--- config.mk ---
export PLATFORM = sky130hd
export DESIGN_NAME = fir_err_stats
export DESIGN_NICKNAME = d
export VERILOG_FILES = /design/src/rtl/fir_err_stats.sv
export SDC_FILE = /design/constraint.sdc
export NUM_CORES = 2
export LEC_CHECK = 0
export CORE_UTILIZATION = 35
export DETAILED_ROUTE_END_ITERATION = 16
export MAX_ROUTING_LAYER = met4
export PLACE_DENSITY_LB_ADDON = 0.08
export SLEW_MARGIN = 25
export SYNTH_ARGS = -nofsm -noshare
export SYNTH_HDL_FRONTEND = slang
export SYNTH_SLANG_ARGS = --single-unit
--- constraint.sdc ---
create_clock -name clk -period 13 [get_ports clk]
set_input_delay 1.3 -clock clk [delete_from_list [all_inputs] [get_ports clk]]
set_output_delay 1.3 -clock clk [all_outputs]
set_load 0.02 [all_outputs]
--- src/rtl/fir_err_stats.sv ---
// ---------------------------------------------------------------------------
// fir_err_stats
//
// Compares the output of an approximate FIR filter against an exact reference
// over a run of test_size sample pairs. For every accepted pair the error
// (approx - exact) is computed at WIDTH+1 bits. The block accumulates the
// signed error sum, the saturating squared-error sum, the min/max error and
// the number of mismatching pairs.
//
// Ports
//   clk, rst            clock, synchronous active-high reset
//   start, test_size    begin a run (honoured in IDLE only), run length
//   in_valid, in_ready  handshake for the exact/approx pair
//   exact, approx       signed WIDTH-bit filter outputs
//   busy, done          run in progress / one-cycle completion pulse
//   count               pairs accumulated in the current or last run
//   err_sum             signed sum of errors (wraps modulo 2^ACC_W)
//   err_sq_sum          unsigned sum of squared errors (saturates)
//   err_min, err_max    extreme signed errors of the run
//   mismatch_cnt        pairs with approx != exact
//
// Timing: acceptance -> stage 1 (error register) -> stage 2 (statistics),
// so statistics reflect a pair two edges after it is accepted.
// ---------------------------------------------------------------------------
module fir_err_stats #(
   parameter int WIDTH = 32,
   parameter int CNT_W = 32,
   parameter int ACC_W = 80
) (
   input  logic                    clk,
   input  logic                    rst,
   input  logic                    start,
   input  logic [CNT_W-1:0]        test_size,
   input  logic                    in_valid,
   output logic                    in_ready,
   input  logic signed [WIDTH-1:0] exact,
   input  logic signed [WIDTH-1:0] approx,
   output logic                    busy,
   output logic                    done,
   output logic [CNT_W-1:0]        count,
   output logic signed [ACC_W-1:0] err_sum,
   output logic [ACC_W-1:0]        err_sq_sum,
   output logic signed [WIDTH:0]   err_min,
   output logic signed [WIDTH:0]   err_max,
   output logic [CNT_W-1:0]        mismatch_cnt
);

   localparam int EW    = WIDTH + 1;
   localparam int SQ_W  = 2 * EW;
   // One spare bit above the wider operand so the carry out is visible.
   localparam int SUM_W = ((ACC_W > SQ_W) ? ACC_W : SQ_W) + 1;

   typedef enum logic [1:0] {
      IDLE  = 2'd0,
      RUN   = 2'd1,
      DRAIN = 2'd2,
      DONE  = 2'd3
   } state_t;

   state_t state_reg, state_next;

   logic [CNT_W-1:0] size_reg;
   logic [CNT_W-1:0] acc_cnt_reg, acc_cnt_next;
   logic             drain_cnt_reg, drain_cnt_next;
   logic             accept;
   logic             start_run;

   // Stage 1: registered error
   logic                  s1_valid_reg;
   logic signed [EW-1:0]  s1_err_reg;

   // Stage 2: statistics
   logic [CNT_W-1:0]        count_reg;
   logic signed [ACC_W-1:0] err_sum_reg;
   logic [ACC_W-1:0]        err_sq_sum_reg;
   logic signed [EW-1:0]    err_min_reg;
   logic signed [EW-1:0]    err_max_reg;
   logic [CNT_W-1:0]        mismatch_cnt_reg;

   // Stage 2 combinational helpers
   logic [EW-1:0]           err_abs;
   logic [SQ_W-1:0]         err_sq;
   logic [SUM_W-1:0]        sq_sum_wide;
   logic [ACC_W-1:0]        sq_sum_next;
   logic signed [ACC_W-1:0] err_ext;

   // ------------------------------------------------------------------
   // FSM: next state and handshake outputs
   // ------------------------------------------------------------------
   always_comb begin
      state_next     = state_reg;
      acc_cnt_next   = acc_cnt_reg;
      drain_cnt_next = drain_cnt_reg;
      in_ready       = 1'b0;
      busy           = 1'b0;
      done           = 1'b0;
      accept         = 1'b0;
      start_run      = 1'b0;

      case (state_reg)
         IDLE: begin
            if (start) begin
               state_next   = RUN;
               acc_cnt_next = '0;
               start_run    = 1'b1;
            end
         end

         RUN: begin
            busy         = 1'b1;
            in_ready     = (acc_cnt_reg < size_reg);
            accept       = in_valid && in_ready;
            acc_cnt_next = acc_cnt_reg + CNT_W'(accept);
            // Leave on the edge where the accepted count reaches the size;
            // a zero-length run leaves on its first RUN edge.
            if (acc_cnt_next == size_reg) begin
               state_next     = DRAIN;
               drain_cnt_next = 1'b0;
            end
         end

         DRAIN: begin
            busy = 1'b1;
            // Two cycles: the last pair leaves stage 1 on the first, its
            // statistics are final by the second.
            if (drain_cnt_reg && !s1_valid_reg) begin
               state_next = DONE;
            end else begin
               drain_cnt_next = 1'b1;
            end
         end

         DONE: begin
            done       = 1'b1;
            state_next = IDLE;
         end

         default: begin
            state_next = IDLE;
         end
      endcase
   end

   // ------------------------------------------------------------------
   // Stage 2 arithmetic
   // ------------------------------------------------------------------
   // Magnitude is taken unsigned so that -2^WIDTH squares correctly.
   always_comb begin
      err_abs     = s1_err_reg[EW-1] ? (~s1_err_reg + EW'(1)) : s1_err_reg;
      err_sq      = SQ_W'(err_abs) * SQ_W'(err_abs);
      sq_sum_wide = SUM_W'(err_sq_sum_reg) + SUM_W'(err_sq);
      if (|sq_sum_wide[SUM_W-1:ACC_W]) begin
         sq_sum_next = '1;
      end else begin
         sq_sum_next = sq_sum_wide[ACC_W-1:0];
      end
   end

   generate
      if (ACC_W > EW) begin : g_err_ext
         assign err_ext = {{(ACC_W-EW){s1_err_reg[EW-1]}}, s1_err_reg};
      end else begin : g_err_trunc
         assign err_ext = s1_err_reg[ACC_W-1:0];
      end
   endgenerate

   // ------------------------------------------------------------------
   // State, pipeline and statistics registers
   // ------------------------------------------------------------------
   always_ff @(posedge clk) begin
      if (rst) begin
         state_reg        <= IDLE;
         size_reg         <= '0;
         acc_cnt_reg      <= '0;
         drain_cnt_reg    <= 1'b0;
         s1_valid_reg     <= 1'b0;
         s1_err_reg       <= '0;
         count_reg        <= '0;
         err_sum_reg      <= '0;
         err_sq_sum_reg   <= '0;
         err_min_reg      <= '0;
         err_max_reg      <= '0;
         mismatch_cnt_reg <= '0;
      end else begin
         state_reg     <= state_next;
         acc_cnt_reg   <= acc_cnt_next;
         drain_cnt_reg <= drain_cnt_next;

         // Stage 1: error at WIDTH+1 bits cannot overflow.
         s1_valid_reg <= accept;
         if (accept) begin
            s1_err_reg <= {approx[WIDTH-1], approx} - {exact[WIDTH-1], exact};
         end

         // Stage 2. A start is only taken in IDLE, where the pipeline is
         // always empty, so the two branches never compete for a sample.
         if (start_run) begin
            size_reg         <= test_size;
            count_reg        <= '0;
            err_sum_reg      <= '0;
            err_sq_sum_reg   <= '0;
            err_min_reg      <= '0;
            err_max_reg      <= '0;
            mismatch_cnt_reg <= '0;
         end else if (s1_valid_reg) begin
            count_reg      <= count_reg + CNT_W'(1);
            err_sum_reg    <= err_sum_reg + err_ext;
            err_sq_sum_reg <= sq_sum_next;
            if (s1_err_reg != '0) begin
               mismatch_cnt_reg <= mismatch_cnt_reg + CNT_W'(1);
            end
            // count is still zero for the first sample of a run: it seeds
            // both extremes instead of comparing against the cleared zero.
            if (count_reg == '0) begin
               err_min_reg <= s1_err_reg;
               err_max_reg <= s1_err_reg;
            end else begin
               if (s1_err_reg < err_min_reg) begin
                  err_min_reg <= s1_err_reg;
               end
               if (s1_err_reg > err_max_reg) begin
                  err_max_reg <= s1_err_reg;
               end
            end
         end
      end
   end

   assign count        = count_reg;
   assign err_sum      = err_sum_reg;
   assign err_sq_sum   = err_sq_sum_reg;
   assign err_min      = err_min_reg;
   assign err_max      = err_max_reg;
   assign mismatch_cnt = mismatch_cnt_reg;

endmodule

==> impl_metrics.json <==
{
  "grt_pass1_vias": 49530,
  "placed_cell_area_um2": 64420,
  "grt_pass1_wl_mm": 319.1,
  "fin_tns_setup_ps": 0,
  "synth-simple-area-share": 0.1337,
  "vias_per_cell": 5.067,
  "numPortBuffers": 392,
  "grt_max_degree": 127,
  "yosysSeqAreaShare": 0.1356,
  "final.setup.worst_slack_ps": 493.8,
  "post-place-ws_ps": 333.5,
  "p_int_mw": 3.612,
  "die_w_um": 408.2,
  "synth-adder-area-share": 0.4277,
  "r2r_start": "s1_err_reg[20]",
  "status": "finished, final reports clean",
  "drt_first_iter_violations": 3208,
  "synth_edf_count": 0,
  "mostFrequentLayoutCells": "inv_1 (1,452), fa_1 (931), nand2_1 (629), nor2_1 (574), ha_1 (484)",
  "hold_start": "size_reg[4]",
  "yosysWarnings": 0,
  "gr-total-overflow": 0,
  "rsz0062_at_grt": "no",
  "final_layout_size_suffix_gt1_frac": 0.04177,
  "power.leakage_nw": 32.44,
  "crit_family": "adder cells",
  "synth_top_family_by_area": "adder cells",
  "power_density_nw_per_um2": 107.2,
  "final_hold_viol_count": 0,
  "synthDistinctLibCells": 90,
  "p_sw_mw": 3.498,
  "synthFlopType": "dfxtp_1",
  "timing.slew.headroom": 0.3070,
  "finalPower_mw": 7.110,
  "initial_core_util": 0.3535,
  "die_h_um": 408.2,
  "cts-buffers-inserted": 51,
  "critical_path_buf_inv_count": 5,
  "seqPwrFrac": 0.190,
  "fin_nets": 8631,
  "finalCritPeriodShare": 0.9620,
  "cts_tree": "done",
  "antenna_found_initial": 4,
  "globalplace.congestion": 0.9281,
  "wire_per_inst_um": 22.62,
  "worst_clock_skew_ps": 58.53,
  "rr_endpoint": "err_sq_sum[73]",
  "avgSynthCellArea_um2": 8.454,
  "firstDrtPassIters": 6,
  "cp-start-kind": "flop",
  "slew_viol_final": 0,
  "ios": 393,
  "final_common_cell": "inv_1",
  "die-area_um2": 166600,
  "cpMaxStageDelayCell": "nor2_2",
  "synth-compound-area-share": 0.1176,
  "ant_nets": 0,
  "hold_path.class": "reg -> reg",
  "rows": 148,
  "swShare": 0.4920,
  "r2r_slack_ps": 490,
  "whs_ps": 483.4,
  "cp.required_ps": 13530,
  "critPathCaptureType": "flop",
  "vdd_ir_drop_max_uv": 99.05,
  "arrival_ps": 13030,
  "nFillCells": 16830,
  "clock.fmax_mhz": 79.96,
  "wirelength_mm": 211.1,
  "ys_async_sr_fraction": 0,
  "cts.path.max_buffers": 3,
  "cts_sinks": 391,
  "drv_cap": 0,
  "htree_levels": 2,
  "clk_root_buffer_cell": "clkbuf_16",
  "path_common_cell": "fa_1",
  "stdcell_area_um2": 66330,
  "track_usage": 0.2614,
  "worstSkewPairLatency_ps": 680,
  "dp_hpwl_mm": 169.6,
  "holdPathStages": 2,
  "synth_cells": 6830,
  "crit_type": "reg -> reg",
  "dr_total_vias": 47290,
  "worst-slew-pin-transition_ps": 1013,
  "clkTransAtPathRegs_ps": 60,
  "antennaDiodeCount": 0,
  "synth-seq-cells": 391,
  "setup_violations": 0,
  "netlist_area_um2": 57740,
  "max_stage_delay_ps": 850,
  "synth.mux.area_fraction": 0.02275,
  "pwr-share-clk": 0.229,
  "reg2reg_depth": 32,
  "min_period_ps": 12510,
  "path_max_fanout": 46,
  "drc": 0,
  "hold_end": "size_reg[4]",
  "power_frac_comb": 0.580,
  "synth-xor-area-share": 0.04665,
  "areaGrowthSynthToFinish_pct": 14.88,
  "core_area_um2": 163300
}
-- layout make-up --
type / instances / area [um2] / share of cell area
Multi-Input combinational cell: 4692 / 43540 / 0.6563
Tap cell: 2175 / 2721 / 0.04103
Clock inverter: 31 / 486.7 / 0.007337
Timing Repair Buffer: 512 / 4835 / 0.07288
Sequential cell: 391 / 7835 / 0.1181
Clock buffer: 65 / 1409 / 0.02124
Inverter: 1468 / 5510 / 0.08307
-- repair_timing --
item                                    CTS  global route
endpoints found under the setup margin    0            35
hold buffers                              0             0
setup buffers                             0             0
gates resized for setup                   0             1
-- through the flow --
| step | util | cells |
|---|---|---|
| after floorplan | - | 6853 |
| after global placement | 0.3944 | 9238 |
| after detailed placement | 0.3944 | 9238 |
| after CTS | 0.4060 | 9334 |
| after global routing | 0.4061 | 9334 |
| final | 0.4061 | 9334 |
-- worst min-delay path, delay by kind of cell, from the launching register on --
family,cells,cell delay (ps)
AND/OR/NAND/NOR,1,60
AO/OA/AOI/OAI,1,50
flip-flops,1,330
-- kinds of logic (layout without fill, tap and decap cells) --
group,count (synthesis),in the layout
xor+xnor,305,305
flops,391,391
mux,131,131
buf+inv,1770,2076
fa+ha+maj,1415,1415
simple gates,1725,1725
compound gates,1091,1091
other cells,2,25
-- power by group through the flow --
stage	sequential (mW)	clock [mW]	combinational [mW]
after global placement	1.38	0	4.10
after floorplan	1.37	0	2.62
final	1.35	1.63	4.13
after CTS	1.35	1.68	4.13
after global routing	1.36	1.72	4.57
after detailed placement	1.38	0	4.10
-- per-layer routing --
| metal | part of all wire | wire length (um) | up-vias | global-route usage |
|---|---|---|---|---|
| li1 | - | - | 22170 | - |
| met1 | 0.45 | 94610 | 23640 | 0.3489 |
| met2 | 0.46 | 97030 | 1278 | 0.4132 |
| met3 | 0.064 | 13420 | 199 | 0.04015 |
| met4 | 0.029 | 6060 | 0 | 0.06664 |
| met5 | 0 | 0 | - | - |
-- worst max path at each step --
stage | startpoint | endpoint | cells past startpoint
2_1_floorplan | s1_err_reg[7] | err_sq_sum[77] | 36
3_3_place_gp | s1_err_reg[20] | err_sq_sum[73] | 32
3_5_place_dp | s1_err_reg[20] | err_sq_sum[73] | 32
4_1_cts | s1_err_reg[20] | err_sq_sum[73] | 32
5_1_grt | s1_err_reg[20] | err_sq_sum[73] | 32
6_report | s1_err_reg[20] | err_sq_sum[73] | 32
-- cells in the mapped netlist, types with 15 or more instances --
library cell | number | area (um2)
a31oi_1 | 77 | 481.7
or3_1 | 32 | 200.2
buf_2 | 20 | 100.1
nand2b_1 | 19 | 118.9
xor2_1 | 140 | 1226
fa_1 | 931 | 18640
o211ai_1 | 17 | 127.6
ha_1 | 484 | 6056
inv_1 | 1453 | 5454
clkbuf_1 | 263 | 987.2
nor2_1 | 576 | 2162
o21bai_1 | 36 | 270.3
dfxtp_1 | 391 | 7828
a21boi_0 | 17 | 127.6
a21oi_1 | 332 | 1662
and4_1 | 17 | 148.9
mux2i_1 | 129 | 1291
o31ai_1 | 15 | 112.6
nand2_1 | 630 | 2365
nor3_1 | 53 | 265.3
xnor2_1 | 162 | 1419
and2_1 | 22 | 137.6
nor2b_1 | 24 | 150.1
nor4_1 | 24 | 150.1
nand3_1 | 121 | 605.6
nand4_1 | 111 | 694.4
and3_1 | 37 | 231.5
o21ai_0 | 265 | 1326
o21a_1 | 21 | 157.7
a211oi_1 | 27 | 202.7
a21o_1 | 161 | 1209
Power figures use the tool's default switching activity.
==> edit: new RTL, same settings <==
Set the parameter `CNT_W` to 64 (it was 32).
--- a/src/rtl/fir_err_stats.sv
+++ b/src/rtl/fir_err_stats.sv
@@ -26,3 +26,3 @@
    parameter int WIDTH = 32,
-   parameter int CNT_W = 32,
+   parameter int CNT_W = 64,
    parameter int ACC_W = 80
Ports: changed (resized count, mismatch_cnt and test_size); port bits go from 393 to 489. The function was not compared with the original's and may differ.
==> edit against the unedited design <==
Wire length increased by 19%. Final area is 15% higher. Critical endpoint is now err_sq_sum[62]. Clock skew fell by 0.022 ns. Sequential cell count rose by 128. Final cell count grew 15%. Via count up 17%. Worst setup slack improved by 0.13 ns. Area after synthesis up 14%.
Power is not compared: it rests on default switching activity, and its combinational part moved more than twofold at a synthesized area within 25%.
==> edit: results (changes against the unedited design) <==
Global Route Usage Sum 27.3% (+1.2 points); Cell variety after synth 99 (+10%); Critical Path Max Stage Delay 0.71 ns (-0.14 ns); number of buffers added on ports 488 (+24%); DP Worst Slack 0.629 ns (+0.295 ns); placed inst area 73500 sq um (+14%); CP arrival 12.92 ns (-0.11 ns); global-route wire length before repair 376000 um (+18%); DRC viols 0 (unchanged); final wirelength 252000 um (+19%); Num CTS Buffers 72 (+41%); Leakage 35.5 nW; CP max FO 18 (-61%); share of layout cells above drive strength 1 4.29% (+0.12 points); ys flop type dfxtp_1; H-tree depth 3 (+1); Iteration-0 DRC Markers 3712 (+16%); nets@finish 9828 (+14%); global placer's final weighted congestion 0.927 (-0.17%); Vias 55312 (+17%); fmax 0.0808 GHz (+1.1%); initial antenna violation count 3 (-1); largest net degree at the start of global routing 87 (-31%); status complete, no violations; Slew @ Worst Pin 1.17 ns (+0.162 ns); Post-CTS Repair Setup Buffers 0 (unchanged); Post-synth ARST share 0% (unchanged); cts repair resizes 0 (unchanged); Worst Skew 0.0369 ns (-0.0217 ns); leading post-synthesis cells by instance count inv_1, fa_1, nand2_1; synth warn 0 (unchanged); Final Hold Slack 0.479 ns (-0.00450 ns); Slowest cell on crit path or4b_2; dpl hpwl 202000 um (+19%); Worst-Skew Late Latency 0.71 ns (+0.03 ns); synth top area cells fa_1, dfxtp_1, ha_1; root buf cell clkbuf_16; Mean Syn Cell Area 8.33 sq um (-1.5%); vias in the first global route 57565 (+16%); placed cells 10643 (+15%); via/cell ratio 5.13 (+1.3%); sequential fraction of the synthesis area 15.8% (+2.3 points)
==> edit: final timing paths <==
check,cells past startpoint,startpoint,end
setup / recovery,34,s1_err_reg[17],err_sq_sum[62]
hold / removal,2,err_sum[79],err_sum[79]
setup reg to reg,34,s1_err_reg[17],err_sq_sum[62]
hold reg to reg,2,err_sum[79],err_sum[79]
==> edit: cells by family after synthesis <==
kind of cell | synth area share, %
AOI/OAI and AO/OA | 11.9
adders and majority gates | 38.7
other | 0.0115
buffers and inverters | 10.7
xor gates and xnor gates | 5.26
DFF | 15.8
muxes | 1.77
and+or+nand+nor | 15.9
==> edit: final cells by class <==
class / instances / area [sq um]
clock buffer: 99 / 2100
inverter: 1493 / 5610
clock inverter: 30 / 307
tap: 2480 / 3100
antenna: 5 / 12.5
multi-input combinational: 5523 / 48500
timing repair buffer: 628 / 5940
fill: 19136 / 110000
sequential: 519 / 10400
==> edit: per-layer routing <==
metal	global-route usage [%]	vias to the layer above	wire, um
li1	-	26021	-
met1	33.7	27633	107000
met2	44.7	1356	120000
met3	4.23	302	13100
met4	10.7	0	11200
met5	-	-	0
==> edit: worst max-delay path, delay by kind of cell (launching register included) <==
family	cells	cell delay [ns]
AO/OA/AOI/OAI	7	2.79
XOR/XNOR	2	0.33
adder cells (fa/ha/maj)	9	4.52
buffers and inverters	7	1.02
flip-flops	1	0.31
AND/OR/NAND/NOR	9	3.22
==> edit: where the power goes <==
group | leakage, nW | switching (mW) | internal [mW] | total, mW
logic | 30.1 | 6.49 | 3.33 | 9.82
clock network | 1.17 | 0.886 | 1.20 | 2.08
registers | 4.20 | 0.119 | 1.68 | 1.80
total | 35.5 | 7.49 | 6.21 | 13.7
